==> config.mk <==
export PLATFORM = sky130hd
export DESIGN_NAME = id_ex_stage
export DESIGN_NICKNAME = d
export VERILOG_FILES = /design/src/rtl/id_ex_stage.sv
export SDC_FILE = /design/constraint.sdc
export NUM_CORES = 1
export LEC_CHECK = 0
export CORE_ASPECT_RATIO = 0.7
export CORE_MARGIN = 10
export CORE_UTILIZATION = 35
export CTS_BUF_LIST = sky130_fd_sc_hd__clkbuf_16
export DETAILED_ROUTE_END_ITERATION = 8
export PLACE_DENSITY = 0.69
export SLEW_MARGIN = 20
export SYNTH_ARGS = -nofsm -noshare
export SYNTH_HDL_FRONTEND = slang
export SYNTH_SLANG_ARGS = --single-unit
==> constraint.sdc <==
create_clock -name clk -period 2.5 [get_ports clk]
set_clock_uncertainty 0.1 [all_clocks]
set_input_delay 0.375 -clock clk [delete_from_list [all_inputs] [get_ports clk]]
set_output_delay 0.375 -clock clk [all_outputs]
set_load 0.02 [all_outputs]
==> src/rtl/id_ex_stage.sv <==
// ID/EX pipeline register for the RV32I core: operand forwarding,
// load-use bubble insertion, stall and flush handling.
module id_ex_stage #(
  parameter int unsigned XLEN         = 32,
  parameter bit          NOP_ON_FLUSH = 1'b1
) (
  input  logic            clk,
  input  logic            rst_n,
  input  logic            stall_i,
  input  logic            flush_i,
  input  logic            id_valid_i,
  input  logic [XLEN-1:0] id_pc4_i,
  input  logic [XLEN-1:0] id_rs1_data_i,
  input  logic [XLEN-1:0] id_rs2_data_i,
  input  logic [XLEN-1:0] id_imm32_i,
  input  logic [4:0]      id_rs1_i,
  input  logic [4:0]      id_rs2_i,
  input  logic [4:0]      id_rd_i,
  input  logic [2:0]      id_funct3_i,
  input  logic [6:0]      id_funct7_i,
  input  logic            id_alusrc_i,
  input  logic [1:0]      id_aluop_i,
  input  logic [1:0]      id_utype_i,
  input  logic            id_regwrite_i,
  input  logic            id_memread_i,
  input  logic            id_memwrite_i,
  input  logic            id_memtoreg_i,
  input  logic            id_branch_i,
  input  logic            exmem_regwrite_i,
  input  logic [4:0]      exmem_rd_i,
  input  logic [XLEN-1:0] exmem_result_i,
  input  logic            memwb_regwrite_i,
  input  logic [4:0]      memwb_rd_i,
  input  logic [XLEN-1:0] memwb_result_i,
  output logic            ex_valid_o,
  output logic [XLEN-1:0] ex_pc4_o,
  output logic [XLEN-1:0] ex_imm32_o,
  output logic [XLEN-1:0] ex_rs1_data_o,
  output logic [XLEN-1:0] ex_rs2_data_o,
  output logic [4:0]      ex_rd_o,
  output logic [2:0]      ex_funct3_o,
  output logic [6:0]      ex_funct7_o,
  output logic            ex_alusrc_o,
  output logic [1:0]      ex_aluop_o,
  output logic [1:0]      ex_utype_o,
  output logic            ex_regwrite_o,
  output logic            ex_memread_o,
  output logic            ex_memwrite_o,
  output logic            ex_memtoreg_o,
  output logic            ex_branch_o,
  output logic            load_use_stall_o
);

  typedef struct packed {
    logic            valid;
    logic [XLEN-1:0] pc4;
    logic [XLEN-1:0] rs1_data;
    logic [XLEN-1:0] rs2_data;
    logic [XLEN-1:0] imm32;
    logic [4:0]      rs1;
    logic [4:0]      rs2;
    logic [4:0]      rd;
    logic [2:0]      funct3;
    logic [6:0]      funct7;
    logic            alusrc;
    logic [1:0]      aluop;
    logic [1:0]      utype;
    logic            regwrite;
    logic            memread;
    logic            memwrite;
    logic            memtoreg;
    logic            branch;
  } id_ex_t;

  id_ex_t          r_q;
  id_ex_t          w_d;
  id_ex_t          w_in;
  id_ex_t          w_bubble;
  logic [XLEN-1:0] w_fwd1;
  logic [XLEN-1:0] w_fwd2;
  logic            w_lu;

  always_comb begin
    w_in          = '0;
    w_in.valid    = id_valid_i;
    w_in.pc4      = id_pc4_i;
    w_in.rs1_data = id_rs1_data_i;
    w_in.rs2_data = id_rs2_data_i;
    w_in.imm32    = id_imm32_i;
    w_in.rs1      = id_rs1_i;
    w_in.rs2      = id_rs2_i;
    w_in.rd       = id_rd_i;
    w_in.funct3   = id_funct3_i;
    w_in.funct7   = id_funct7_i;
    w_in.alusrc   = id_alusrc_i;
    w_in.aluop    = id_aluop_i;
    w_in.utype    = id_utype_i;
    w_in.regwrite = id_regwrite_i;
    w_in.memread  = id_memread_i;
    w_in.memwrite = id_memwrite_i;
    w_in.memtoreg = id_memtoreg_i;
    w_in.branch   = id_branch_i;
  end

  // Bubble keeps the held data fields when only controls are cleared
  always_comb begin
    w_bubble = NOP_ON_FLUSH ? '0 : r_q;
    w_bubble.valid    = 1'b0;
    w_bubble.alusrc   = 1'b0;
    w_bubble.aluop    = 2'b00;
    w_bubble.utype    = 2'b00;
    w_bubble.regwrite = 1'b0;
    w_bubble.memread  = 1'b0;
    w_bubble.memwrite = 1'b0;
    w_bubble.memtoreg = 1'b0;
    w_bubble.branch   = 1'b0;
  end

  always_comb begin
    w_fwd1 = r_q.rs1_data;
    if (exmem_regwrite_i && exmem_rd_i != 5'd0
        && exmem_rd_i == r_q.rs1)
      w_fwd1 = exmem_result_i;
    else if (memwb_regwrite_i && memwb_rd_i != 5'd0
             && memwb_rd_i == r_q.rs1)
      w_fwd1 = memwb_result_i;
  end

  always_comb begin
    w_fwd2 = r_q.rs2_data;
    if (exmem_regwrite_i && exmem_rd_i != 5'd0
        && exmem_rd_i == r_q.rs2)
      w_fwd2 = exmem_result_i;
    else if (memwb_regwrite_i && memwb_rd_i != 5'd0
             && memwb_rd_i == r_q.rs2)
      w_fwd2 = memwb_result_i;
  end

  always_comb begin
    w_lu = !flush_i && r_q.valid && r_q.memread
           && r_q.rd != 5'd0 && id_valid_i
           && (r_q.rd == id_rs1_i || r_q.rd == id_rs2_i);
  end

  // Operands recapture under stall so a retiring producer is not lost
  always_comb begin
    w_d = w_in;
    if (flush_i) begin
      w_d = w_bubble;
    end else if (stall_i) begin
      w_d          = r_q;
      w_d.rs1_data = w_fwd1;
      w_d.rs2_data = w_fwd2;
    end else if (w_lu) begin
      w_d = w_bubble;
    end
  end

  always_ff @(posedge clk or negedge rst_n) begin
    if (!rst_n) r_q <= '0;
    else        r_q <= w_d;
  end

  assign ex_valid_o       = r_q.valid;
  assign ex_pc4_o         = r_q.pc4;
  assign ex_imm32_o       = r_q.imm32;
  assign ex_rs1_data_o    = w_fwd1;
  assign ex_rs2_data_o    = w_fwd2;
  assign ex_rd_o          = r_q.rd;
  assign ex_funct3_o      = r_q.funct3;
  assign ex_funct7_o      = r_q.funct7;
  assign ex_alusrc_o      = r_q.alusrc;
  assign ex_aluop_o       = r_q.aluop;
  assign ex_utype_o       = r_q.utype;
  assign ex_regwrite_o    = r_q.regwrite;
  assign ex_memread_o     = r_q.memread;
  assign ex_memwrite_o    = r_q.memwrite;
  assign ex_memtoreg_o    = r_q.memtoreg;
  assign ex_branch_o      = r_q.branch;
  assign load_use_stall_o = w_lu;

endmodule

==> results of run 1 <==
## stage by stage
stage | instance area (µm²) | utilization [%] | setup slack, ns
floorplan | 9006 | - | 0.04531
global placement | 13660 | 53.55 | -1.046
detailed placement | 13660 | 53.55 | -1.067
CTS | 15140 | 59.37 | -0.3276
global route | 15950 | 62.54 | -0.4187
finish | 15950 | 62.55 | -0.3488
## kinds of logic after synthesis
logic type	Yosys count	synth area share (%)
AO/OA/AOI/OAI	300	26.49
AND/OR/NAND/NOR	240	13.14
buffers and inverters	191	11.88
flip-flops	164	45.57
XOR/XNOR	30	2.917
## worst paths after layout
kind / slack [ns] / startpoint / cells past startpoint / endpoint
min: 0.35 / rst_n / 2 / ex_imm32_o[4]
max in group asynchronous: 1.31 / rst_n / 3 / r_q[25]
max reg2reg: 0.13 / r_q[26] / 8 / r_q[84]
min in group clk: 0.40 / ex_imm32_o[8] / 1 / ex_imm32_o[8]
min reg2reg: 0.40 / ex_imm32_o[8] / 1 / ex_imm32_o[8]
max: -0.35 / r_q[31] / 7 / ex_rs1_data_o[14]
## area by class of cell
type / count / share of cell area, %
repair buffers: 551 / 34.87
clock buffers: 17 / 2.667
clock inverters: 15 / 0.9255
multi-input cells: 571 / 33.06
inverters: 2 / 0.04706
diodes: 4 / 0.06275
flip-flops and latches: 164 / 25.77
well taps: 331 / 2.596
## worst max-delay path: stages (launching register included)
cell	delay [ns]
dfrtp_2	0.44
xor2_4	0.16
or3_4	0.45
buf_16	0.20
o31ai_2	0.26
a31oi_1	0.11
buf_4	0.15
buf_4	0.15
## timing repair
action,4_1_cts,5_1_grt
endpoints found under the hold margin,35,0
buffers inserted,10,12
pin swaps,30,28
gates resized for setup,538,108
gates cloned,7,4
hold buffers,1,0
setup endpoints to repair,65,65
## power by group
part	internal (W)	leakage, nW	switching, W	total (W)
clock	0.00141	0.280	0.00126	0.00267
combinational	0.00130	3.85	0.00137	0.00267
sequential	0.00281	2.17	0.000122	0.00293
## placed cells by master (no fill, tap or decap), drive strengths merged, types with 2 or more instances in the layout
| master | netlist | layout |
|---|---|---|
| clkdlybuf4s50 | 0 | 322 |
| buf | 105 | 214 |
| a22o | 164 | 164 |
| dfrtp | 164 | 164 |
| nand2 | 95 | 95 |
| nor3 | 65 | 65 |
| o31ai | 64 | 64 |
| a31oi | 64 | 64 |
| nor4 | 63 | 63 |
| clkbuf | 84 | 21 |
| xnor2 | 20 | 20 |
| inv | 2 | 11 |
| xor2 | 10 | 10 |
| dlygate4sd2 | 0 | 7 |
| diode | 0 | 4 |
| or2 | 4 | 4 |
| or4 | 3 | 3 |
| a211oi | 3 | 3 |
| clkinv | 0 | 3 |
| nand3 | 2 | 2 |
| or3 | 2 | 2 |
| o211ai | 2 | 2 |
| nand4 | 2 | 2 |
| clkinvlp | 0 | 2 |
| clkdlybuf4s15 | 0 | 2 |
| a21bo | 1 | 2 |
## per-layer routing
metal,vias to the layer above,track usage [%],share of wire [%]
met3,99,7.935,11
met2,673,39.42,46
met4,0,8.296,3.1
met1,4899,32.75,40
met5,-,0,0
li1,4226,-,-
## cell usage after synthesis
cell        n
o22ai_1     1
buf_2      15
a211oi_1    3
nor4_1     63
inv_1       2
a21bo_1     1
buf_1       1
nor3_1     65
or4_1       3
or3_1       2
nand2_1    95
nand3_1     2
xor2_1     10
o211ai_2    2
dfrtp_1   164
buf_4      89
nand4_1     2
a21oi_1     1
and2_1      1
nor2_1      1
nand4b_1    1
or2_1       4
a22o_1    164
xnor2_1    20
nor2b_1     1
o31ai_1    64
a31oi_1    64
clkbuf_1   84
## flip-flops by register name, summed over array words and instances, names as in the netlist
register and flops:
ex_aluop_o 2, ex_alusrc_o 1, ex_branch_o 1, ex_funct3_o 3, ex_funct7_o 7, ex_imm32_o 32
ex_memread_o 1, ex_memtoreg_o 1, ex_memwrite_o 1, ex_pc4_o 32, ex_rd_o 5, ex_regwrite_o 1
ex_utype_o 2, ex_valid_o 1, r_q 74
==> results.json, run 1 <==
{
  "outcome": "finished, violations left",
  "violations": "setup timing",
  "ys_types": 28,
  "layout.cells.non_filler": 1655,
  "design_power_total_w": 0.008266,
  "hold_path.class": "primary input to asynchronous set/reset pin",
  "synth_area_leaders": "dfrtp_1, a22o_1, buf_4",
  "grt_remaining_overflow": 0,
  "yosysTopAreaCellShare_pct": 45.57,
  "track_usage_pct": 25.32,
  "drive_gt1_share_pct": 30.68,
  "cts_tree": "done",
  "ant_nets": 0,
  "whs_ns": 0.3496,
  "io_buffers": 398,
  "core_area_mm2": 0.02550,
  "die_w_um": 211.7,
  "first_pass_iters": 6,
  "final_hold_viol_count": 0,
  "ys_warn_count": 0,
  "fp-row-count": 49,
  "synthesis.nets": 1169,
  "clock_sinks": 164,
  "synth_seq_cells": 164,
  "dieArea_mm2": 0.03265,
  "synthCells": 925,
  "detail_route.wl_per_cell_um": 26.99,
  "clk_latency_ns": 0.44,
  "root_buffer": "clkbuf_16",
  "finalMaxSlewViolations": 0,
  "end_kind": "output pin",
  "worstPathArrival_ns": 2.37,
  "dp_hpwl_um": 30010,
  "nets": 1551,
  "start_kind": "flip-flop",
  "final.setup.worst_slack_ns": -0.3488,
  "min_period_ns": 2.849,
  "area_growth_pct": 77.13,
  "grt_pass1_wl_um": 63730,
  "drcViolationCount": 0,
  "gp_congestion": 0.9135,
  "power.leakage_nw": 6.306,
  "antenna_found_initial": 4,
  "top_level_ports": 399,
  "worstPathRequired_ns": 2.03,
  "finalSetupTns_ns": -16.98,
  "vias": 9897,
  "grt_pass1_vias": 9841,
  "p_per_area_mw_per_mm2": 518.1,
  "path_clk_slew_ns": 0.07,
  "first_iter_violations": 966,
  "cts_buffers": 17,
  "tightestPinTransition_ns": 0.5151,
  "synth_top_cell_by_area": "dfrtp_1",
  "rsz0062_at_grt": "true",
  "setup_violations": 64,
  "start_util_pct": 35.31,
  "fill_cells": 2013,
  "clock_path_buffers": 2,
  "multi_input_area_mm2": 0.005274,
  "avgSynthCellArea_um2": 9.736,
  "dp.cells": 1587,
  "maxCapViolations": 0,
  "grt_max_degree": 81,
  "finalCritPeriodShare_pct": 114.0,
  "relSlewSlack_pct": 65.58,
  "h-tree-depth": 4,
  "ir_worst_vdd_uv": 494.2,
  "dieHeight_um": 154.2,
  "synthesis.area_mm2": 0.009006,
  "max_freq_mhz": 351.0,
  "crit_type": "flip-flop to output pin",
  "vias_per_cell": 5.980,
  "crit_fanout": 16,
  "ys_seq_area_share_pct": 45.57,
  "totalWireLength_um": 44660,
  "ff_latch_area_mm2": 0.004111
}
Power figures use the tool's default switching activity.
==> run 2: changes to the inputs <==
CORE_MARGIN = 5   (was 10)
CTS_CLUSTER_DIAMETER = 60   (was unset)
==> run 2 against run 1 <==
Against the previous run:
- the run still ends with setup timing left
- global-route usage up 3.5 points
- routed wire length up 3.1%
- critical path type unchanged
- sequential share of layout area down 1.9 points
- combinational power up 9.7%
==> results.json, run 2 (synthesis gave the netlist of run 1 again) <==
{
  "rsz0062_at_grt": "true",
  "grt_max_degree": 54,
  "drcViolationCount": 0,
  "tightestPinTransition_ns": 0.5351,
  "crit_buf_inv": 3,
  "finalCritPeriodShare_pct": 116.2,
  "dieHeight_um": 144.2,
  "first_iter_violations": 1024,
  "ff2ff_setup_slack_ns": 0.03,
  "ant_nets": 0,
  "largest_reg_flops": 74,
  "dieArea_mm2": 0.02909,
  "mostFrequentLayoutCell": "clkdlybuf4s50_1",
  "path_clk_slew_ns": 0.07,
  "relSlewSlack_pct": 64.33,
  "drive_gt1_share_pct": 35.77,
  "root_buffer": "clkbuf_16",
  "clk_latency_ns": 0.45,
  "first_pass_iters": 6,
  "cp-endpoint": "ex_rs2_data_o[1]",
  "totalWireLength_um": 46040,
  "clock_sinks": 164,
  "final_cell_mix": "clkdlybuf4s50_1, a22o_1, dfrtp_1",
  "cts_buffers": 17,
  "cts_tree": "done",
  "fp-row-count": 49,
  "nets": 1598,
  "die_w_um": 201.7,
  "final.setup.worst_slack_ns": -0.4054,
  "h-tree-depth": 4,
  "clock_path_buffers": 2,
  "antenna_found_initial": 5,
  "final_hold_viol_count": 0,
  "worstPathRequired_ns": 2.03,
  "track_usage_pct": 28.78,
  "design_area_mm2": 0.01725,
  "hold_path.class": "primary input to asynchronous set/reset pin",
  "p_per_area_mw_per_mm2": 502.6,
  "vias_per_cell": 6.001,
  "start_kind": "flip-flop",
  "min_period_ns": 2.905,
  "cpPeakStageDelay_ns": 0.47,
  "grt_pass1_vias": 10468,
  "startpoint": "r_q[26]",
  "finalMaxSlewViolations": 0,
  "timing.rr.end": "r_q[100]",
  "maxCapViolations": 0,
  "violations": "setup timing",
  "area_growth_pct": 91.57,
  "max_freq_mhz": 344.2,
  "crit_path_cell_trace": "xor2_4 > or3_4 > buf_12 > buf_16 > o31ai_4 > a31oi_1 > buf_4",
  "grt_pass1_wl_um": 64380,
  "gp_congestion": 0.8886,
  "ir_worst_vdd_uv": 490.2,
  "ff2ff_path_depth": 10,
  "crit_family": "buffers and inverters",
  "crit_cells": 7,
  "grt_remaining_overflow": 0,
  "utilization_pct": 67.65,
  "place_area_mm2": 0.01375,
  "dp_hpwl_um": 28180,
  "core_area_mm2": 0.02550,
  "crit_type": "flip-flop to output pin",
  "vias": 10214,
  "r2r-start": "r_q[31]",
  "power.leakage_nw": 6.780,
  "largest-register": "r_q",
  "cp_slowest_cell": "or3_4",
  "end_kind": "output pin",
  "top_level_ports": 399,
  "io_buffers": 398,
  "detail_route.wl_per_cell_um": 27.05,
  "setup_violations": 64,
  "crit_fanout": 6,
  "outcome": "finished, violations left",
  "worstPathArrival_ns": 2.43,
  "design_power_total_w": 0.008672,
  "start_util_pct": 35.31
}
==> run 2: worst min-delay path by stage <==
stage,startpoint,endpoint
floorplan,rst_n,ex_aluop_o[0]
global placement,rst_n,r_q[109]
detailed placement,rst_n,r_q[109]
CTS,rst_n,r_q[70]
global route,rst_n,ex_pc4_o[15]
finish,rst_n,ex_pc4_o[18]
==> run 2: report_power, final <==
part | total [W] | switching [W] | internal (W) | leakage [nW]
Sequential | 0.00293 | 0.000126 | 0.00281 | 2.17
Clock | 0.00280 | 0.00128 | 0.00152 | 0.293
Combinational | 0.00293 | 0.00149 | 0.00145 | 4.31
==> run 2: metrics by stage <==
step	setup WS, ns	hold WS [ns]	std cells	setup TNS [ns]
after CTS	-0.4419	0.3526	1676	-22.45
final	-0.4054	0.3476	1702	-21.08
after global placement	-1.593	0.2464	1593	-139.65
after global routing	-0.4880	0.3864	1702	-26.05
after floorplan	0.04531	-0.02059	925	0
after detailed placement	-1.200	0.2430	1593	-93.47
==> run 2: metal layers <==
layer,GRT usage (%),up-vias,part of all wire (%)
met1,37.04,5006,38
met3,9.034,149,11
li1,-,4313,-
met5,0,-,0.015
met2,45.97,744,46
met4,11.04,2,4.1
==> run 2: repair_timing <==
| item | 4_1_cts | 5_1_grt |
|---|---|---|
| endpoints found under the hold margin | 41 | 0 |
| hold buffers | 1 | 0 |
| buffers inserted | 38 | 23 |
| gates resized for setup | 638 | 119 |
| endpoints found under the setup margin | 68 | 68 |
| gates cloned | 14 | 4 |
| pin swaps | 51 | 53 |
==> run 2: area by class of cell <==
| type | count | area [µm²] |
|---|---|---|
| diodes | 4 | 10.01 |
| clock buffers | 17 | 425.4 |
| clock inverters | 15 | 183.9 |
| fillers | 1842 | 8252 |
| inverters | 2 | 7.507 |
| multi-input cells | 570 | 5827 |
| flip-flops and latches | 164 | 4110 |
| well taps | 331 | 414.1 |
| repair buffers | 599 | 6275 |
==> RTL change 1: new RTL, config.mk and constraints of run 1 <==
`NOP_ON_FLUSH`: 1'b1 -> 1'b0.
--- a/src/rtl/id_ex_stage.sv
+++ b/src/rtl/id_ex_stage.sv
@@ -2,7 +2,7 @@
 // load-use bubble insertion, stall and flush handling.
 module id_ex_stage #(
   parameter int unsigned XLEN         = 32,
-  parameter bit          NOP_ON_FLUSH = 1'b1
+  parameter bit          NOP_ON_FLUSH = 1'b0
 ) (
   input  logic            clk,
   input  logic            rst_n,
Function: changed (a bounded check fails within 4 cycles, from zero or initial values and one cycle with rst_n low).
==> RTL change 1 against run 1 <==
  * The flow still finishes with violations (setup timing)
  * Via count grew 21%
  * Setup slack worse by 0.055 ns
  * Synthesized area increased by 20%
  * Cell area grew 19%
  * Sequential cell count did not move
  * Non-clock buffer count rose by 55
  * Global-route usage increased by 0.46 points
  * Die area grew 18%
  * Total power up 37%
  * Combinational power rose by 96%
  * Wire length up 21%
  * Critical path type unchanged
  * Highest routed layer is now met5
==> RTL change 1: results (changes against run 1) <==
outcome finished, violations left; failing checks setup timing; worst reg2reg path startpoint ex_rd_o[4]$_DFFE_PN0P_; reg-to-reg slack, setup 0.08 ns (-0.05 ns); clk slew on worst S/H paths about 0.080 ns; slowest CP cell dfrtp_2; initial antenna violation count 5 (+1); Seq/Total Area, Yosys 38.0% (-7.6 points); vias 11.9k (+21%); compound-cell area share of the yosys netlist 18.6% (-7.9 points); Synth top cells by count 164 x dfrtp_1, 131 x inv_1, 99 x clkbuf_1; Post-Place Worst Slack -1.10 ns (-0.0328 ns); routability cong. 0.835 (-8.6%); placed insts 1,876 (+18%); worst-margin pin slew 0.655 ns (+0.140 ns); Synth cell types 37 (+32%); HPWL after detailed placement 33,200 um (+11%); Detailed Route WL 54,200 um (+21%); multiplexer share of the synthesized area 9.27% (+9.3 points); main area contributors after synthesis dfrtp_1 38%, mux2_2 8.0%, buf_4 6.4%, and4_1 5.3%, a221oi_1 5.1%; XOR/XNOR Fraction of Synth Area 2.43% (-0.49 points); Synth Net Count 1,408 (+20%); share of cells above drive strength 1 36.0% (+5.3 points); crit path DAT 2.43 ns (+0.06 ns); GRT Total Usage 25.8% (+0.46 points); worst setup margin -0.404 ns (-0.0550 ns); synthesized instance count 1,164 (+26%); FF-to-FF End r_q[31]$_DFFE_PN0P_; 1st-iter DRT viols 1,281 (+33%); switch share 37.7% (+4.4 points); largest net degree at the start of global routing 67 (-17%); Vias/cell 5.91 (-1.1%); Lkg Pwr 7.67 nW (+22%); Final #Nets 1,833 (+18%); crit-path max FO 4 (-12); Final setup viols 64 (unchanged); first-pass GRT wire length 76,600 um (+20%); worst vdd ir 0.398 mV (-20%)
RTL change 1: cell types whose count changed after synthesis, moves of 61 or more:
cell,delta
a221oi_1,+63
a22o_1,-153
and4_1,+66
inv_1,+129
mux2_2,+77
nand2_1,-92
nand3b_1,+64
nor2_1,+64
nor3_1,-65
nor4_1,-62
o22ai_1,+63
or3_1,+61
RTL change 1: routing by layer:
| layer | GRT usage, % | share of wire [%] | vias to the layer above |
|---|---|---|---|
| met5 | 0 | 0.024 | - |
| met4 | 6.22 | 2.7 | 2 |
| met3 | 6.89 | 9.3 | 135 |
| met2 | 40.4 | 46 | 790 |
| met1 | 34.6 | 42 | 5924 |
| li1 | - | - | 5082 |
RTL change 1: kinds of logic (layout without fill, tap and decap cells):
family,count (synthesis),in the layout
buffers and inverters,333,770
AOI/OAI and AO/OA,275,276
muxes,89,89
DFF,164,164
and+or+nand+nor,273,273
other,0,4
xor gates and xnor gates,30,30
RTL change 1: worst max-delay path by stage:
stage / to / depth (start not counted) / slack [ns] / start
6_report: ex_rs1_data_o[24] / 9 / -0.40 / r_q[31]$_DFFE_PN0P_
5_1_grt: ex_rs1_data_o[23] / 9 / -0.45 / r_q[31]$_DFFE_PN0P_
4_1_cts: ex_rs2_data_o[12] / 10 / -0.42 / memwb_rd_i[2]
3_5_place_dp: ex_rs1_data_o[9] / 8 / -1.10 / memwb_rd_i[1]
3_3_place_gp: ex_rs2_data_o[30] / 8 / -1.08 / memwb_rd_i[1]
2_1_floorplan: ex_rs1_data_o[1] / 7 / 0.05 / memwb_rd_i[1]
RTL change 1: final cells by class:
type	count	area, um2
fillers	2411	11300
repair buffers	606	6750
multi-input cells	668	6470
flip-flops and latches	164	4110
well taps	412	515
inverters	132	495
clock buffers	17	425
clock inverters	15	184
diodes	4	10.0
RTL change 1: stage by stage:
stage | instance area [um2] | TNS [ns]
after floorplan | 10800 | 0
after global placement | 15400 | -89.39
after detailed placement | 15400 | -92.10
after CTS | 17900 | -20.63
after global routing | 19000 | -22.11
final | 19000 | -17.76
RTL change 1: worst reg2reg max path, cell delays in order (launching register included):
cell and delay (ns):
dfrtp_1 0.48, or4_4 0.47, o21ai_4 0.19, inv_2 0.06, buf_4 0.14, a21oi_4 0.11
buf_4 0.20, clkbuf_16 0.21, mux2_2 0.35
RTL change 1: power groups by stage:
stage	registers, mW	logic (mW)	clock network, mW
after CTS	3.28	4.70	2.83
after global placement	3.30	3.92	0
after detailed placement	3.32	3.95	0
final	3.29	5.22	2.79
after floorplan	3.27	2.09	0
after global routing	3.34	5.46	2.94
RTL change 1: repair_timing:
item,4_1_cts,5_1_grt
gates resized for setup,506,198
endpoints found under the setup margin,85,207
pin swaps,66,81
buffers inserted,57,32
cloned,24,6
endpoints found under the hold margin,48,0
hold buffers,1,0
==> RTL change 2: new RTL, flow settings as in run 1 <==
Without the edit above. Reset style: synchronous (`rst_n`), changed in one clocked block.
--- a/src/rtl/id_ex_stage.sv
+++ b/src/rtl/id_ex_stage.sv
@@ -156,7 +156,7 @@
     end
   end
 
-  always_ff @(posedge clk or negedge rst_n) begin
+  always_ff @(posedge clk) begin
     if (!rst_n) r_q <= '0;
     else        r_q <= w_d;
   end
Function: differs if rst_n is asserted again (counterexample within 4 cycles, from zero or initial values and one cycle with rst_n low); with rst_n held inactive, the same outputs for 4 cycles.
==> RTL change 2 against run 1 <==
  * Setup slack better by 0.015 ns
  * The flow still finishes with violations (setup timing)
  * Total power fell by 11%
  * Via count fell by 4.6%
  * Cell area grew 2.9%
  * Synthesized area fell by 4.8%
  * Synthesized cell count shrank 7.8%
  * Largest cell class unchanged
  * Highest routed layer is now met5
  * Final cell count fell by 1.8%
  * Critical path type unchanged
  * Combinational power fell by 19%
  * First-iteration DRC count fell by 16%
  * Wire length up 0.69%
  * Sequential cell count stayed put
  * Clock power shrank 7.9%
==> RTL change 2: results (changes against run 1) <==
Logic inverters 33 (+31); worst setup margin -0.334 ns (+0.0153 ns); failing checks setup timing; Post-Place Worst Slack -0.960 ns (+0.107 ns); share of cells above drive strength 1 38.4% (+7.7 points); Avg Inst Size Synth 10.1 um2 (+3.3%); buffer share of cell area 40.1% (+5.2 points); Layout fillers 1,628 (-19%); Register-to-Register Path Depth 11 (+3); multi-input combinational cell area 0.00548 mm2 (+3.9%); vias in the first global route 9,969 (+1.3%); CP endpoint ex_rs2_data_o[22]; area delta synth->final 91.4%; Final setup viols 65 (+1.6%); Setup TNS -13.00 ns (+3.98 ns); outcome finished, violations left; worst vdd ir 0.481 mV (-2.6%); Vias/cell 5.81 (-2.9%); Synth top cells by count 164 x a22o_1, 164 x dfxtp_1, 89 x buf_4; count of plain and timing-repair buffers in the layout 596 (+8.2%); Detailed Route WL 45,000 um (+0.69%); Resized Gates After CTS 638 (+19%); largest net degree at the start of global routing 105 (+30%); worst-margin pin slew 0.488 ns (-0.0273 ns); clock share of power 33.3% (+1.0 points); HPWL after detailed placement 26,200 um (-13%); P_int 5.12 mW (-7.0%); Async S/R FF share, synth 0% (-100 points)
RTL change 2: cell types whose count changed after synthesis, moves of 10 or more:
cell	delta
nand4_1	+32
inv_1	+31
a31oi_2	+10
a31oi_1	-40
nor4_1	-63
nand2_1	-92
dfrtp_1	-164
a31oi_4	+30
clkbuf_1	-25
or4_1	+29
dfxtp_1	+164
RTL change 2: logic make-up (layout without fill, tap and decap cells):
| logic type | after synthesis | in the layout |
|---|---|---|
| AO/OA/AOI/OAI | 299 | 299 |
| buffers and inverters | 211 | 660 |
| flip-flops | 164 | 164 |
| AND/OR/NAND/NOR | 149 | 149 |
| XOR/XNOR | 30 | 30 |
| other | 0 | 6 |
RTL change 2: layer usage:
layer	track usage [%]	share of wire, %	routed length (um)	vias to the layer above
met5	0	0.071	32	-
met4	11.9	4.1	1830	4
met3	8.33	9.3	4200	130
met2	43.1	47	21200	578
met1	31.4	39	17800	4622
li1	-	-	-	4107
